`src/rtl/vga_timing_pkg.sv`:
```
// Shared VGA timing constants and types, used by the timing generator and
// by the receive-side monitor (vga_sync_rx).
//  - nominal 640x480@60 line/frame geometry and sync pulse widths
//  - sync_state_e: lock FSM states
package vga_timing_pkg;
  localparam int H_TOTAL_DEF     = 800;
  localparam int V_TOTAL_DEF     = 521;
  localparam int H_PULSE_DEF     = 96;
  localparam int V_PULSE_DEF     = 2;
  localparam int LOCK_FRAMES_DEF = 2;

  localparam int POS_W = 10;  // h/v counter width, H_TOTAL must fit
  localparam int ERR_W = 8;   // saturating error counter width

  typedef logic [POS_W-1:0] pos_t;
  typedef logic [ERR_W-1:0] err_cnt_t;

  typedef enum logic [1:0] {SEARCH, ACQUIRE, LOCKED} sync_state_e;
endpackage

```
`src/rtl/vga_sync_rx_if.sv`:
```
// Timing bus between a VGA sync source and the receive-side monitor.
//  master: drives hs/vs, observes recovered position and status
//  slave : consumes hs/vs, produces h_pos, v_pos, line_start, frame_start,
//          sync_err, err_cnt, locked
interface vga_sync_rx_if;
  import vga_timing_pkg::*;
  logic     hs;
  logic     vs;
  pos_t     h_pos;
  pos_t     v_pos;
  logic     line_start;
  logic     frame_start;
  logic     sync_err;
  err_cnt_t err_cnt;
  logic     locked;

  modport master (output hs, vs,
                  input  h_pos, v_pos, line_start, frame_start, sync_err, err_cnt, locked);
  modport slave  (input  hs, vs,
                  output h_pos, v_pos, line_start, frame_start, sync_err, err_cnt, locked);
endinterface

```
`src/rtl/vga_sync_rx_edge_det.sv`:
```
// sync_edge_det: registers one sync input and reports its edges.
//  clk_25, rst_n : clock, async active-low reset
//  d             : raw sync input
//  rise, fall    : combinational pulses, registered value vs previous one
module sync_edge_det (
  input  logic clk_25,
  input  logic rst_n,
  input  logic d,
  output logic rise,
  output logic fall
);
  logic d_q, d_qq;

  always_ff @(posedge clk_25 or negedge rst_n) begin
    if (!rst_n) begin
      d_q  <= 1'b0;
      d_qq <= 1'b0;
    end else begin
      d_q  <= d;
      d_qq <= d_q;
    end
  end

  assign rise =  d_q & ~d_qq;
  assign fall = ~d_q &  d_qq;
endmodule

```
`src/rtl/vga_sync_rx.sv`:
```
// vga_sync_rx: recovers h/v position from active-high hs/vs, checks line
// length, frame length and pulse widths, and reports lock.
//  clk_25 : pixel clock, same domain as the hs/vs source
//  rst_n  : async active-low reset
//  bus    : slave side of vga_sync_rx_if (hs/vs in; position/status out)
module vga_sync_rx
  import vga_timing_pkg::*;
#(
  parameter int H_TOTAL     = H_TOTAL_DEF,
  parameter int V_TOTAL     = V_TOTAL_DEF,
  parameter int H_PULSE     = H_PULSE_DEF,
  parameter int V_PULSE     = V_PULSE_DEF,
  parameter int LOCK_FRAMES = LOCK_FRAMES_DEF
) (
  input  logic          clk_25,
  input  logic          rst_n,
  vga_sync_rx_if.slave  bus
);
  localparam pos_t     H_LAST  = pos_t'(H_TOTAL - 1);
  localparam pos_t     V_LAST  = pos_t'(V_TOTAL - 1);
  localparam pos_t     H_PW    = pos_t'(H_PULSE - 1);
  localparam pos_t     V_PW    = pos_t'(V_PULSE);
  localparam err_cnt_t ERR_MAX = '1;
  localparam logic [7:0] LOCK_N = 8'(LOCK_FRAMES);

  logic hs_rise, hs_fall, vs_rise, vs_fall;

  sync_edge_det u_hs_det (.clk_25(clk_25), .rst_n(rst_n), .d(bus.hs), .rise(hs_rise), .fall(hs_fall));
  sync_edge_det u_vs_det (.clk_25(clk_25), .rst_n(rst_n), .d(bus.vs), .rise(vs_rise), .fall(vs_fall));

  pos_t        h_pos_q, v_pos_q, vs_lines;
  logic        vs_hi, armed, flag_en;
  logic        line_start_q, frame_start_q, sync_err_q, locked_q;
  err_cnt_t    err_cnt_q;
  sync_state_e state, state_nx;
  logic [7:0]  good_cnt, good_nx;

  logic h_end, v_end, vs_lvl, ls_c, realign_c;
  logic err_early, err_miss, err_hw, err_frame, err_vw, err_c;

  // vs_hi lags the registered vs by one clock; rebuild the registered level
  // from it so a vs rise on the same clock as a line start counts that line.
  assign vs_lvl    = vs_rise | (vs_hi & ~vs_fall);

  assign h_end     = (h_pos_q == H_LAST);
  assign v_end     = (v_pos_q == V_LAST);
  assign ls_c      = hs_rise | h_end;             // hs edge or flywheel wrap
  assign realign_c = ls_c & (armed | vs_rise);    // vs+hs together frame here

  assign err_early = hs_rise & ~h_end;
  assign err_miss  = h_end & ~hs_rise;
  assign err_hw    = hs_fall & (h_pos_q != H_PW);
  assign err_frame = realign_c & ~v_end;
  assign err_vw    = vs_fall & (vs_lines != V_PW);
  // Nothing is flagged until the first frame_start since reset.
  assign err_c     = flag_en & (err_early | err_miss | err_hw | err_frame | err_vw);

  always_ff @(posedge clk_25 or negedge rst_n) begin
    if (!rst_n) begin
      h_pos_q       <= '0;
      v_pos_q       <= '0;
      vs_lines      <= '0;
      vs_hi         <= 1'b0;
      armed         <= 1'b0;
      flag_en       <= 1'b0;
      line_start_q  <= 1'b0;
      frame_start_q <= 1'b0;
      sync_err_q    <= 1'b0;
      err_cnt_q     <= '0;
    end else begin
      h_pos_q <= ls_c ? '0 : h_pos_q + pos_t'(1);

      if (realign_c)  v_pos_q <= '0;
      else if (ls_c)  v_pos_q <= v_end ? '0 : v_pos_q + pos_t'(1);

      if (realign_c)    armed <= 1'b0;
      else if (vs_rise) armed <= 1'b1;

      vs_hi <= vs_lvl;
      if (vs_fall)                            vs_lines <= '0;
      else if (vs_lvl && ls_c && vs_lines != '1) vs_lines <= vs_lines + pos_t'(1);

      flag_en       <= flag_en | realign_c;
      line_start_q  <= ls_c;
      frame_start_q <= realign_c;
      sync_err_q    <= err_c;
      if (err_c && err_cnt_q != ERR_MAX) err_cnt_q <= err_cnt_q + err_cnt_t'(1);
    end
  end

  always_ff @(posedge clk_25 or negedge rst_n) begin
    if (!rst_n) begin
      state    <= SEARCH;
      good_cnt <= '0;
      locked_q <= 1'b0;
    end else begin
      state    <= state_nx;
      good_cnt <= good_nx;
      locked_q <= (state_nx == LOCKED);  // drops on the same edge as sync_err
    end
  end

  always_comb begin
    state_nx = state;
    good_nx  = good_cnt;
    case (state)
      SEARCH: if (realign_c && !err_c) begin
        state_nx = ACQUIRE;
        good_nx  = '0;
      end
      ACQUIRE: begin
        if (err_c) state_nx = SEARCH;
        else if (realign_c) begin
          good_nx = good_cnt + 8'd1;
          if (good_cnt + 8'd1 >= LOCK_N) state_nx = LOCKED;
        end
      end
      LOCKED:  if (err_c) state_nx = SEARCH;
      default: state_nx = SEARCH;
    endcase
  end

  assign bus.h_pos       = h_pos_q;
  assign bus.v_pos       = v_pos_q;
  assign bus.line_start  = line_start_q;
  assign bus.frame_start = frame_start_q;
  assign bus.sync_err    = sync_err_q;
  assign bus.err_cnt     = err_cnt_q;
  assign bus.locked      = locked_q;
endmodule

```
`src/flat_wrapper.sv`:
```
// flat-port wrapper written by rule: the top's interface ports become plain ports
module vga_sync_rx_flat import vga_timing_pkg::*;
#(
  parameter int H_TOTAL     = H_TOTAL_DEF,
  parameter int V_TOTAL     = V_TOTAL_DEF,
  parameter int H_PULSE     = H_PULSE_DEF,
  parameter int V_PULSE     = V_PULSE_DEF,
  parameter int LOCK_FRAMES = LOCK_FRAMES_DEF
)
  (clk_25, rst_n, bus_hs, bus_vs, bus_h_pos, bus_v_pos, bus_line_start, bus_frame_start, bus_sync_err, bus_err_cnt, bus_locked);
  vga_sync_rx_if bus_i ();
  input  logic clk_25;
  input  logic rst_n;
  input wire logic [$bits(bus_i.hs)-1:0] bus_hs;
  input wire logic [$bits(bus_i.vs)-1:0] bus_vs;
  output wire logic [$bits(bus_i.h_pos)-1:0] bus_h_pos;
  output wire logic [$bits(bus_i.v_pos)-1:0] bus_v_pos;
  output wire logic [$bits(bus_i.line_start)-1:0] bus_line_start;
  output wire logic [$bits(bus_i.frame_start)-1:0] bus_frame_start;
  output wire logic [$bits(bus_i.sync_err)-1:0] bus_sync_err;
  output wire logic [$bits(bus_i.err_cnt)-1:0] bus_err_cnt;
  output wire logic [$bits(bus_i.locked)-1:0] bus_locked;
  assign bus_i.hs = bus_hs;
  assign bus_i.vs = bus_vs;
  assign bus_h_pos = bus_i.h_pos;
  assign bus_v_pos = bus_i.v_pos;
  assign bus_line_start = bus_i.line_start;
  assign bus_frame_start = bus_i.frame_start;
  assign bus_sync_err = bus_i.sync_err;
  assign bus_err_cnt = bus_i.err_cnt;
  assign bus_locked = bus_i.locked;
  vga_sync_rx #(.H_TOTAL(H_TOTAL), .V_TOTAL(V_TOTAL), .H_PULSE(H_PULSE), .V_PULSE(V_PULSE), .LOCK_FRAMES(LOCK_FRAMES)) u_core (.clk_25(clk_25), .rst_n(rst_n), .bus(bus_i));
endmodule
```
`config.mk`:
```
export PLATFORM = sky130hd
export DESIGN_NAME = vga_sync_rx_flat
export DESIGN_NICKNAME = d
export VERILOG_FILES = /design/src/rtl/vga_timing_pkg.sv /design/src/rtl/vga_sync_rx_if.sv /design/src/rtl/vga_sync_rx_edge_det.sv /design/src/rtl/vga_sync_rx.sv /design/src/flat_wrapper.sv
export SDC_FILE = /design/constraint.sdc
export NUM_CORES = 1
export LEC_CHECK = 0
export ABC_AREA = 1
export BUFFER_PORTS_ARGS = -buffer_cell sky130_fd_sc_hd__clkbuf_2
export CAP_MARGIN = 0
export CORE_AREA = 2 2 91 84
export DETAILED_ROUTE_END_ITERATION = 8
export DIE_AREA = 0 0 93 86
export GPL_TIMING_DRIVEN = 0
export HOLD_SLACK_MARGIN = 0.03
export PLACE_DENSITY = 0.61
export REMOVE_ABC_BUFFERS = 1
export SKIP_LAST_GASP = 1
export SYNTH_ARGS = -nofsm -noshare
export SYNTH_HDL_FRONTEND = slang
export SYNTH_SLANG_ARGS = --single-unit
```
`constraint.sdc`:
```
create_clock -name clk_25 -period 2.6 [get_ports clk_25]
set_clock_uncertainty 0.1 [all_clocks]
set_input_delay 0.13 -clock clk_25 [delete_from_list [all_inputs] [get_ports clk_25]]
set_output_delay 0.13 -clock clk_25 [all_outputs]
set_load 0.005 [all_outputs]
```
After elaboration in Yosys (flattened, before gate mapping)
Cells that the tools add are included.
{ "totals": {"register_bits": 59, "out_inout_bits": 32, "word_cells": 92} }
{ "classes": {"n_addsub": 5, "n_lt_le_gt_ge": 1, "n_eq_ne": 12, "muxes": 18, "n_bitwise": 28, "n_reduce_logical": 11} }
{ "ops": {"columns": ["operator", "count"], "rows": [
  ["$mux 10", 6],
  ["$add 10x1->10 const B", 3],
  ["$mux 8", 3],
  ["$eq 10x10->1 const B", 2],
  ["$add 8x1->8 const B", 2],
  ["$pmux 8 s2", 1],
  ["$and 1x1->1", 12],
  ["$mux 2", 5],
  ["$ne 10x10->1 const B", 1],
  ["$ne 10x2->1 const B", 1],
  ["$ne 10x7->1 const B", 1],
  ["$ge 8x2->1 const B", 1],
  ["$ne 8x8->1 const B", 1],
  ["$not 1->1", 8],
  ["$or 1x1->1", 8],
  ["$reduce_bool 2->1", 4],
  ["$pmux 2 s3", 1],
  ["$eq 2x2->1 const B", 2],
  ["$logic_and 1x1->1", 4],
  ["$ne 2x1->1 const B", 2],
  ["$reduce_and 4->1", 1],
  ["$eq 2x1->1 const B", 1],
  ["$logic_not 2->1", 1],
  ["$mux 1", 2],
  ["other kinds (2)", 2]
]} }

Logic depth before layout (Yosys ltp)
Gate-level depths: netlist of run 1.
{ "depth": {"depth_word": 14, "depth_mapped": 14, "ltp_nobuf": 14} }

Cells and area by module
From an unflattened synthesis of run 1, not the netlist that was laid out.
{ "hier_totals": {"hier_cells": 414, "area_unflattened_um2": 3221.8} }
{ "modules_own_cells": {"columns": ["module", "instances", "cells_per_inst", "area_each_um2"], "rows": [
  ["vga_sync_rx", 1, 402, 3091.7],
  ["sync_edge_det", 2, 6, 65.1]
]} }

Worst setup path after synthesis of run 1
OpenSTA, ideal clock, no wires.
{ "synth_timing": {"kind": "register -> register", "from": "register u_core.h_pos_q[0] (netlist: u_core.bus.h_pos[0])", "to": "register u_core.err_cnt_q[6] (netlist: u_core.bus.err_cnt[6])", "arrival_ps": 1992, "required_ps": 2377, "path_slack_ps": 385, "stages_incl_launch_ff": 15, "period_less_slack_ps": 2215, "cell_sequence": "dfrtp_1 > ha_1 > nand2_1 > nor2_4 > nand4_1 > ha_1 > a21oi_4 > nand2_1 > nand2_1 > inv_2 > nand2_2 > nand3_4 > buf_6 > nand2_1 > o21ai_1"} }
{ "synth_between": {"elab_chain_len": 9, "elab_cells_between_ends": 15, "classes_between": "eq/ne: 2; bitwise: 12; reduce/logical: 1"} }
{ "synth_lines": {"columns": ["element", "line", "rtl"], "rows": [
  ["start, declared", "vga_sync_rx.sv:31", "pos_t h_pos_q, v_pos_q, vs_lines;"],
  ["start signal, assigned", "vga_sync_rx.sv:71", "h_pos_q <= ls_c ? '0 : h_pos_q + pos_t'(1);"],
  ["$eq 10x10->1", "vga_sync_rx.sv:45", "assign h_end = (h_pos_q == H_LAST);"],
  ["$not 1->1", "vga_sync_rx.sv:50", "assign err_early = hs_rise & ~h_end;"],
  ["$and 1x1->1", "vga_sync_rx.sv:50", null],
  ["$or 1x1->1 (2 in a row)", "vga_sync_rx.sv:56", "assign err_c = flag_en & (err_early | err_miss | err_hw | err_frame | err_vw);"],
  ["$or 1x1->1 (*) (2 in a row)", "vga_sync_rx.sv:56", null],
  ["$and 1x1->1 (*)", "vga_sync_rx.sv:56", null],
  ["$logic_and 1x1->1 (*)", "vga_sync_rx.sv:87", "if (err_c && err_cnt_q != ERR_MAX) err_cnt_q <= err_cnt_q + err_cnt_t'(1);"],
  ["end signal, assigned", "vga_sync_rx.sv:87", null],
  ["end, declared", "vga_sync_rx.sv:34", "err_cnt_t err_cnt_q;"]
]} }
Mark *: on every way between the ends. The rest lies on a longest branch, timed or not.
A chain may end at the register's enable or synchronous reset.

Final worst setup path of run 1
{ "layout_timing": {"from": "register u_core.h_pos_q[0] (netlist: u_core.bus.h_pos[0])", "to": "register u_core.vs_lines[5]"} }
{ "layout_between": {"elab_chain_len": 5} }
{ "layout_lines": {"columns": ["element", "line", "rtl"], "rows": [
  ["$eq 10x10->1", "vga_sync_rx.sv:45", null],
  ["$or 1x1->1", "vga_sync_rx.sv:47", "assign ls_c = hs_rise | h_end;"],
  ["net u_core.ls_c", "vga_sync_rx.sv:38", "logic h_end, v_end, vs_lvl, ls_c, realign_c;"],
  ["$logic_and 1x1->1 (2 in a row)", "vga_sync_rx.sv:81", "else if (vs_lvl && ls_c && vs_lines != '1) vs_lines <= vs_lines + pos_t'(1);"],
  ["$reduce_bool 2->1 (no line)", null, null],
  ["end signal, assigned", "vga_sync_rx.sv:81", null],
  ["end, declared", "vga_sync_rx.sv:31", null]
]} }
The timed path passes the listed nets, and every way through them passes these cells.

==> results of run 1 <==
-- stage by stage --
stage	hold slack, ps	TNS (ps)	power [uW]	worst slack (ps)
global route	334	0	2530	83.1
detailed placement	142	-237	1660	-31.4
CTS	314	0	2410	139
finish	307	0	2370	310
floorplan	-266	0	1470	293
global placement	141	-382	1650	-44.5
-- synth_stat cells, types with 2 or more instances --
| library cell | count |
|---|---|
| sky130_fd_sc_hd__nor3b_1 | 2 |
| sky130_fd_sc_hd__nand3_4 | 2 |
| sky130_fd_sc_hd__nand4_1 | 13 |
| sky130_fd_sc_hd__xor2_1 | 9 |
| sky130_fd_sc_hd__a31oi_1 | 2 |
| sky130_fd_sc_hd__nand2_2 | 2 |
| sky130_fd_sc_hd__nor3_1 | 13 |
| sky130_fd_sc_hd__inv_1 | 45 |
| sky130_fd_sc_hd__nor2_2 | 3 |
| sky130_fd_sc_hd__nand2_1 | 77 |
| sky130_fd_sc_hd__nor2_1 | 37 |
| sky130_fd_sc_hd__nand3b_1 | 4 |
| sky130_fd_sc_hd__a21oi_1 | 18 |
| sky130_fd_sc_hd__or2_2 | 2 |
| sky130_fd_sc_hd__ha_1 | 10 |
| sky130_fd_sc_hd__o21ai_1 | 9 |
| sky130_fd_sc_hd__o21ai_2 | 5 |
| sky130_fd_sc_hd__o22ai_1 | 2 |
| sky130_fd_sc_hd__buf_6 | 2 |
| sky130_fd_sc_hd__dfrtp_1 | 59 |
| sky130_fd_sc_hd__inv_2 | 7 |
| sky130_fd_sc_hd__xnor2_1 | 4 |
| sky130_fd_sc_hd__nand3_1 | 21 |
| sky130_fd_sc_hd__o21ai_0 | 6 |
| sky130_fd_sc_hd__a21oi_2 | 3 |
-- worst min path at each step --
stage                                      end  slack (ps)  cells after the start
final                     u_core.u_vs_det.d_qq         310                      0
after floorplan                   u_core.armed        -270                      0
after detailed placement   u_core.u_hs_det.d_q         140                      1
after global routing       u_core.u_hs_det.d_q         330                      2
after CTS                 u_core.u_vs_det.d_qq         310                      0
after global placement     u_core.u_vs_det.d_q         140                      1
-- flip-flops by register name (all words and copies together) (netlist names) --
name / count
u_core.bus.h_pos: 10
u_core.bus.locked: 1
u_core.flag_en: 1
u_core.state: 2
u_core.bus.frame_start: 1
u_core.bus.sync_err: 1
u_core.bus.v_pos: 10
u_core.vs_lines: 10
u_core.bus.line_start: 1
u_core.good_cnt: 8
u_core.u_hs_det.d_qq: 1
u_core.bus.err_cnt: 8
u_core.vs_hi: 1
u_core.u_hs_det.d_q: 1
u_core.u_vs_det.d_qq: 1
u_core.u_vs_det.d_q: 1
u_core.armed: 1
-- layer usage --
layer	routed length [um]	up-vias	global-route usage (%)
met4	115	0	7.22
met1	2930	1145	21.1
met3	310	11	5.71
met2	2660	44	25.9
met5	0	-	0
li1	-	1299	-
-- cells by family (layout without fill, tap and decap cells) --
logic type               count (synthesis)  after routing  share of synthesized area [%]
AO/OA/AOI/OAI                           50             50                           9.87
buffers and inverters                   56            107                           7.29
AND/OR/NAND/NOR                        182            182                           27.6
flip-flops                              59             59                           47.5
adder cells (fa/ha/maj)                 10             10                           4.03
XOR/XNOR                                13             13                           3.66
-- power by group through the flow --
| stage | logic (uW) | clock network [uW] | registers, uW |
|---|---|---|---|
| after floorplan | 320 | 0 | 1150 |
| after CTS | 504 | 760 | 1150 |
| after global routing | 570 | 795 | 1170 |
| after detailed placement | 496 | 0 | 1170 |
| after global placement | 488 | 0 | 1160 |
| final | 492 | 730 | 1150 |
-- critical path, cell delays in order, from the launching register on --
cell and delay (ps):
sky130_fd_sc_hd__dfrtp_1 390, sky130_fd_sc_hd__ha_1 180, sky130_fd_sc_hd__nand2_1 100, sky130_fd_sc_hd__nor2_4 150
sky130_fd_sc_hd__nand4_1 160, sky130_fd_sc_hd__ha_2 270, sky130_fd_sc_hd__inv_2 160, sky130_fd_sc_hd__nand3_2 190
sky130_fd_sc_hd__nor2_4 210, sky130_fd_sc_hd__nand2_1 90, sky130_fd_sc_hd__o21ai_1 120, sky130_fd_sc_hd__a21oi_1 50
-- repair_timing --
action	4_1_cts	5_1_grt
hold buffers	3	0
setup buffers	1	0
gates resized for setup	0	2
endpoints found under the setup margin	18	5
hold endpoints to repair	61	0
-- final cells by class --
cell class	count	area [um^2]	share of cell area [%]
sequential	59	1480	41.2
inverter	53	199	5.55
tap	93	116	3.24
timing repair buffer	39	215	6.00
multi-input combinational	255	1410	39.4
clock inverter	5	30.0	0.837
clock buffer	10	138	3.84
==> results.txt, run 1 <==
----------------------------------------------------
[Outcome]
  Run status ... finished clean

[Layout]
  Synth-to-Final Area Change ... 15.4%
  Most common library cell in the layout ignoring fill and taps ... sky130_fd_sc_hd__nand2_1
  Layout Cell Area excl Fill ... between 0.003 and 0.004 mm^2
  Proportion of layout cells with a drive suffix above 1 ... between 10% and 20%
  Commonest cells after routing, fill and taps aside ... sky130_fd_sc_hd__nand2_1, sky130_fd_sc_hd__dfrtp_1, sky130_fd_sc_hd__inv_1
  Filler-free cell count of the finished design ... between 500 and 600
  Diodes inserted ... 0
  Final-stage net count ... about 430
  Number of fillers in the final layout ... approximately 700
  Util after Layout ... approximately half

[Run]
  Count of max-cap constraint violations ... 0

[CTS]
  Clock Sink Count ... 59
  Clk Tree Root Cell ... sky130_fd_sc_hd__clkbuf_8
  Reg clk slew, reported paths ... 70 ps
  CTS HTree Levels ... 3
  TritonCTS clock tree ... built
  Cts bufs inserted ... 9
  Clock latency on the worst-skew pair ... 340 ps
  Bufs on Longest Clock Path ... 2

[Worst setup path]
  Critical path start-end classification ... reg -> reg
  Crit Reg-Reg Startpoint ... u_core.bus.h_pos[0]
  Crit path from ... u_core.bus.h_pos[0]
  Arrival time at the worst endpoint ... roughly 2400 ps
  Endpoint type of the worst setup path ... flop
  Startpoint type of the worst setup path ... flop
  Crit path max fanout ... 8
  FF-to-FF path depth ... 11
  Endpoint of the worst setup timing path ... u_core.vs_lines[5]
  Endpoint of the most critical register-to-register path ... u_core.vs_lines[5]
  Data required, critical path ... approximately 2700 ps
  Setup slack of the most critical reg-to-reg path ... between 300 and 400 ps

[Pwr]
  Net Switching ... roughly 760 uW
  Power density over the cells ... 660 mW/mm^2
  Clock share of power ... ~31%
  Sw Share ... roughly a third
  Sequential share of power ... 48.4%
  Part of the total power dissipated in combinational logic ... a little over a fifth
  Leak pwr ... approximately 0.0017 uW
  Internal power summed over all cells ... roughly 1600 uW
  IR Drop Worst-Case VDD ... 0.463 mV

[Place]
  I/O Buffers ... 35
  Cell area after placement ... between 0.003 and 0.004 mm^2
  Total placed cells including tap cells ... approximately 500
  Global placer's final weighted congestion ... around 0.80
  Placed wire-length estimate ... approximately 4200 um

[Drt]
  Via total after detailed routing ... ~2,500
  DR WL/cell ... ~12 um
  Total Routed Length ... between 6000 and 7000 um
  TritonRoute pass-1 iters ... 4
  Number of violations reported at the end of detailed-routing iteration 0 ... between 100 and 150
  Number of remaining DRC errors ... 0
  Per-cell via count in the routed design ... just under 5
  ANT nets after route ... 0

[GRT]
  Number of antenna violations at the first check in global routing ... 0
  Global-route wire length before repair ... approximately 10,000 um
  Overflow after GRT ... 0
  Largest net degree at the start of global routing ... 60
  Total track usage ... ~17%
  Vias in the first global route ... 2,303

[Synthesis]
  Netlist area before placement ... about 0.0031 mm^2
  Yosys warns ... 0
  Number of enable-type register cells in the synthesized netlist ... 0
  Top area cells in the synthesized netlist ... sky130_fd_sc_hd__dfrtp_1, sky130_fd_sc_hd__nand2_1, sky130_fd_sc_hd__inv_1, sky130_fd_sc_hd__nor2_1, sky130_fd_sc_hd__ha_1
  Cell type contributing the most total cell area after synthesis ... sky130_fd_sc_hd__dfrtp_1
  Post-synth top flop ... sky130_fd_sc_hd__dfrtp_1
  Register area share after synthesis ... between 40% and 50%
  Number of synthesized register bits ... slightly below 60
  Number of standard cells after synthesis ... 370
  Average instance area after synthesis ... 8.40 um^2
  Synth unique cells ... 38
  Async S/R FF share, synth ... 100%
  Area fraction of the dominant cell type after synthesis ... a little under half

[Timing]
  Setup repair after global routing missed its margin ... no
  Final min period ... 2290 ps
  Achievable clock frequency ... around 440 MHz
  Count of pins over their slew limit ... 0
  Share of the cycle needed by the critical path after routing ... between 80% and 90%
  Final hold violation count ... 0
  Headroom to the max-slew limit ... a little under half
  Final setup violation count ... 0
  Actual transition at the worst max-transition pin ... ~800 ps

[Floorplanning]
  DIE AREA ... 0.00800 mm^2
  Die X-Extent ... between 90 and 100 um
  Placeable core region ... approximately 0.007 mm^2
  Number of placement rows ... 29
  Effective utilization at floorplan ... ~45%
  Vertical die dimension ... 86 um
  Io pins ... 36

[Worst hold path]
  Type of the most critical hold path ... reg -> reg
  Min-delay src ... u_core.u_vs_det.d_q

----------------------------------------------------
Power figures use the tool's default switching activity.
==> run 2: changes to the inputs <==
--- a/config.mk
+++ b/config.mk
@@ -8,12 +8,12 @@
 export ABC_AREA = 1
 export BUFFER_PORTS_ARGS = -buffer_cell sky130_fd_sc_hd__clkbuf_2
 export CAP_MARGIN = 0
-export CORE_AREA = 2 2 91 84
+export CORE_AREA = 2 2 83 77
 export DETAILED_ROUTE_END_ITERATION = 8
-export DIE_AREA = 0 0 93 86
+export DIE_AREA = 0 0 85 79
 export GPL_TIMING_DRIVEN = 0
 export HOLD_SLACK_MARGIN = 0.03
-export PLACE_DENSITY = 0.61
+export PLACE_DENSITY = 0.72
 export REMOVE_ABC_BUFFERS = 1
 export SKIP_LAST_GASP = 1
 export SYNTH_ARGS = -nofsm -noshare
==> results.txt, run 2 (synthesized netlist as in run 1, its figures left out) <==
----------------------------------------------------
[Floorplanning]
  DIE AREA ... 0.00672 mm^2 (-16%)
  Number of placement rows ... 27 (-6.9%)
  Effective utilization at floorplan ... 52.6% (+8.0 points)
  Vertical die dimension ... 79 um (-8.1%)
  Placeable core region ... 0.00591 mm^2 (-15%)
  Die X-Extent ... 85 um (-8.6%)
  Io pins ... 36 (unchanged)

[Layout]
  Proportion of layout cells with a drive suffix above 1 ... 19.4% (+0.19 points)
  Commonest cells after routing, fill and taps aside ... sky130_fd_sc_hd__nand2_1, sky130_fd_sc_hd__dfrtp_1, sky130_fd_sc_hd__inv_1
  Synth-to-Final Area Change ... 17.6%
  Diodes inserted ... 0 (unchanged)
  Filler-free cell count of the finished design ... 494 (-3.9%)
  Layout Cell Area excl Fill ... 0.00365 mm^2 (+1.8%)
  Most common library cell in the layout ignoring fill and taps ... sky130_fd_sc_hd__nand2_1
  Final-stage net count ... 431 (unchanged)

[Outcome]
  Run status ... finished clean

[Drt]
  Number of remaining DRC errors ... 0 (unchanged)
  Via total after detailed routing ... 2,571 (+2.9%)
  Number of violations reported at the end of detailed-routing iteration 0 ... 178 (+51%)
  ANT nets after route ... 0 (unchanged)
  DR WL/cell ... 12.1 um (+3.4%)
  TritonRoute pass-1 iters ... 4 (unchanged)
  Total Routed Length ... 5980 um (-0.63%)
  Per-cell via count in the routed design ... 5.20 (+7.0%)

[GRT]
  Vias in the first global route ... 2,381 (+3.4%)
  Number of antenna violations at the first check in global routing ... 0 (unchanged)
  Total track usage ... 19.0% (+2.4 points)
  Overflow after GRT ... 0 (unchanged)
  Global-route wire length before repair ... 10,300 um (-1.5%)
  Largest net degree at the start of global routing ... 60 (unchanged)

[Pwr]
  Power density over the cells ... 743 mW/mm^2 (+12%)
  Tot Pwr ... 2710 uW (+15%)
  Leak pwr ... 0.00173 uW (+2.9%)
  IR Drop Worst-Case VDD ... 0.417 mV (-10%)

[CTS]
  CTS HTree Levels ... 3 (unchanged)
  Reg clk slew, reported paths ... 60 ps (about the same)
  Clock latency on the worst-skew pair ... 320 ps (-20 ps)
  Bufs on Longest Clock Path ... 2 (unchanged)
  TritonCTS clock tree ... built
  Clk Tree Root Cell ... sky130_fd_sc_hd__clkbuf_8
  Clock Sink Count ... 59 (unchanged)
  Cts bufs inserted ... 9 (unchanged)

[Timing]
  Final hold violation count ... 0 (unchanged)
  Achievable clock frequency ... 429 MHz (-1.8%)
  Actual transition at the worst max-transition pin ... 797 ps (+3.15 ps)
  Final setup violation count ... 0 (unchanged)
  Count of pins over their slew limit ... 0 (unchanged)
  Final min period ... 2330 ps (+40.8 ps)
  Final critical-path setup slack ... 269 ps (-40.8 ps)
  Headroom to the max-slew limit ... 46.9% (-0.21 points)
  Setup repair after global routing missed its margin ... no
  Share of the cycle needed by the critical path after routing ... 89.7% (+1.6 points)
  Post-Route Setup TNS ... 0 ps (unchanged)

[Worst setup path]
  Endpoint type of the worst setup path ... flop
  Data required, critical path ... 2700 ps (-30 ps)
  Crit path max fanout ... 15 (+7)
  Cell with the most instances on the worst path ... sky130_fd_sc_hd__nand2_1
  Critical path start-end classification ... reg -> reg
  Buffers plus inverters on the worst setup path ... 1 (unchanged)
  Startpoint type of the worst setup path ... flop
  Arrival time at the worst endpoint ... 2430 ps (about the same)
  Delay contributed by the slowest stage of the critical path ... 400 ps (about the same)
  Sequence of cells on the critical path ... ha_1, nand2_1, nor2_4, nand4_1, ha_2, a21oi_4, nand2_1, nand2_1, inv_2, nand2_2, nand3_4, nand2_1, o21ai_2
  Cell type of the slowest stage on the worst timing path ... sky130_fd_sc_hd__dfrtp_1
  Cell type group with the largest total delay on the critical path ... simple AND/OR/NAND/NOR gates

[Place]
  I/O Buffers ... 35 (unchanged)
  Total placed cells including tap cells ... 474 (-4.2%)
  Placed wire-length estimate ... 4170 um (+0.15%)
  Cell area after placement ... 0.00335 mm^2 (-0.78%)
  Post-Place Setup Slack ... -74.3 ps (-42.9 ps)
  Global placer's final weighted congestion ... 0.871 (+8.6%)

[Worst hold path]
  Type of the most critical hold path ... reg -> reg

[Run]
  Count of max-cap constraint violations ... 0 (unchanged)

----------------------------------------------------
[run 2: cell count changes in the layout (fill, tap and decap cells not counted)]
cell	change
sky130_fd_sc_hd__clkinv_2	-2
sky130_fd_sc_hd__bufinv_16	+3
sky130_fd_sc_hd__clkbuf_8	+2
sky130_fd_sc_hd__clkinvlp_4	-2
[run 2: per-layer routing]
metal | GRT usage (%) | vias up | wire, um | share of wire (%)
met2 | 30.9 | 54 | 2760 | 46
met3 | 5.82 | 2 | 300 | 5.0
met1 | 25.0 | 1208 | 2890 | 48
met4 | 4.76 | 0 | 27 | 0.45
li1 | - | 1307 | - | -
met5 | 0 | - | 0 | 0
[run 2: layout make-up]
| type | count | area (um^2) |
|---|---|---|
| timing repair buffer | 39 | 215 |
| tap | 72 | 90.1 |
| inverter | 53 | 199 |
| clock buffer | 12 | 165 |
| multi-input combinational | 255 | 1410 |
| clock inverter | 4 | 95.1 |
| fill | 496 | 2260 |
| sequential | 59 | 1480 |
[run 2: repair_timing]
item	in CTS	in global routing
endpoints found under the hold margin	61	0
hold buffers	3	0
pin swaps	0	0
resized for setup	0	2
setup buffers	1	0
endpoints found under the setup margin	26	18
gates cloned	0	0
[run 2: path summary, 6_finish.rpt]
path                                          start                    end  slack, ps  cells past startpoint
worst max-delay path            u_core.bus.h_pos[0]  u_core.bus.err_cnt[3]        270                     13
worst min-delay path            u_core.u_hs_det.d_q   u_core.u_hs_det.d_qq        310                      0
worst max register to register  u_core.bus.h_pos[0]  u_core.bus.err_cnt[3]        270                     13
worst min register to register  u_core.u_hs_det.d_q   u_core.u_hs_det.d_qq        310                      0
max in group asynchronous                     rst_n     u_core.good_cnt[2]       1520                      2
min in group asynchronous                     rst_n    u_core.bus.h_pos[6]        340                      2
[run 2: metrics by stage]
step           util, %  hold slack (ps)
3_3_place_gp      56.6              140
3_5_place_dp      56.6              144
6_report          61.8              309
4_1_cts           61.7              320
2_1_floorplan        -             -266
5_1_grt           61.8              345
[run 2: report_power, final]
| group | switching (uW) | leakage [uW] | internal [uW] |
|---|---|---|---|
| sequential | 117 | 0.000780 | 1030 |
| clock | 351 | 0.000133 | 714 |
| combinational | 283 | 0.000822 | 218 |
| total | 751 | 0.00173 | 1960 |
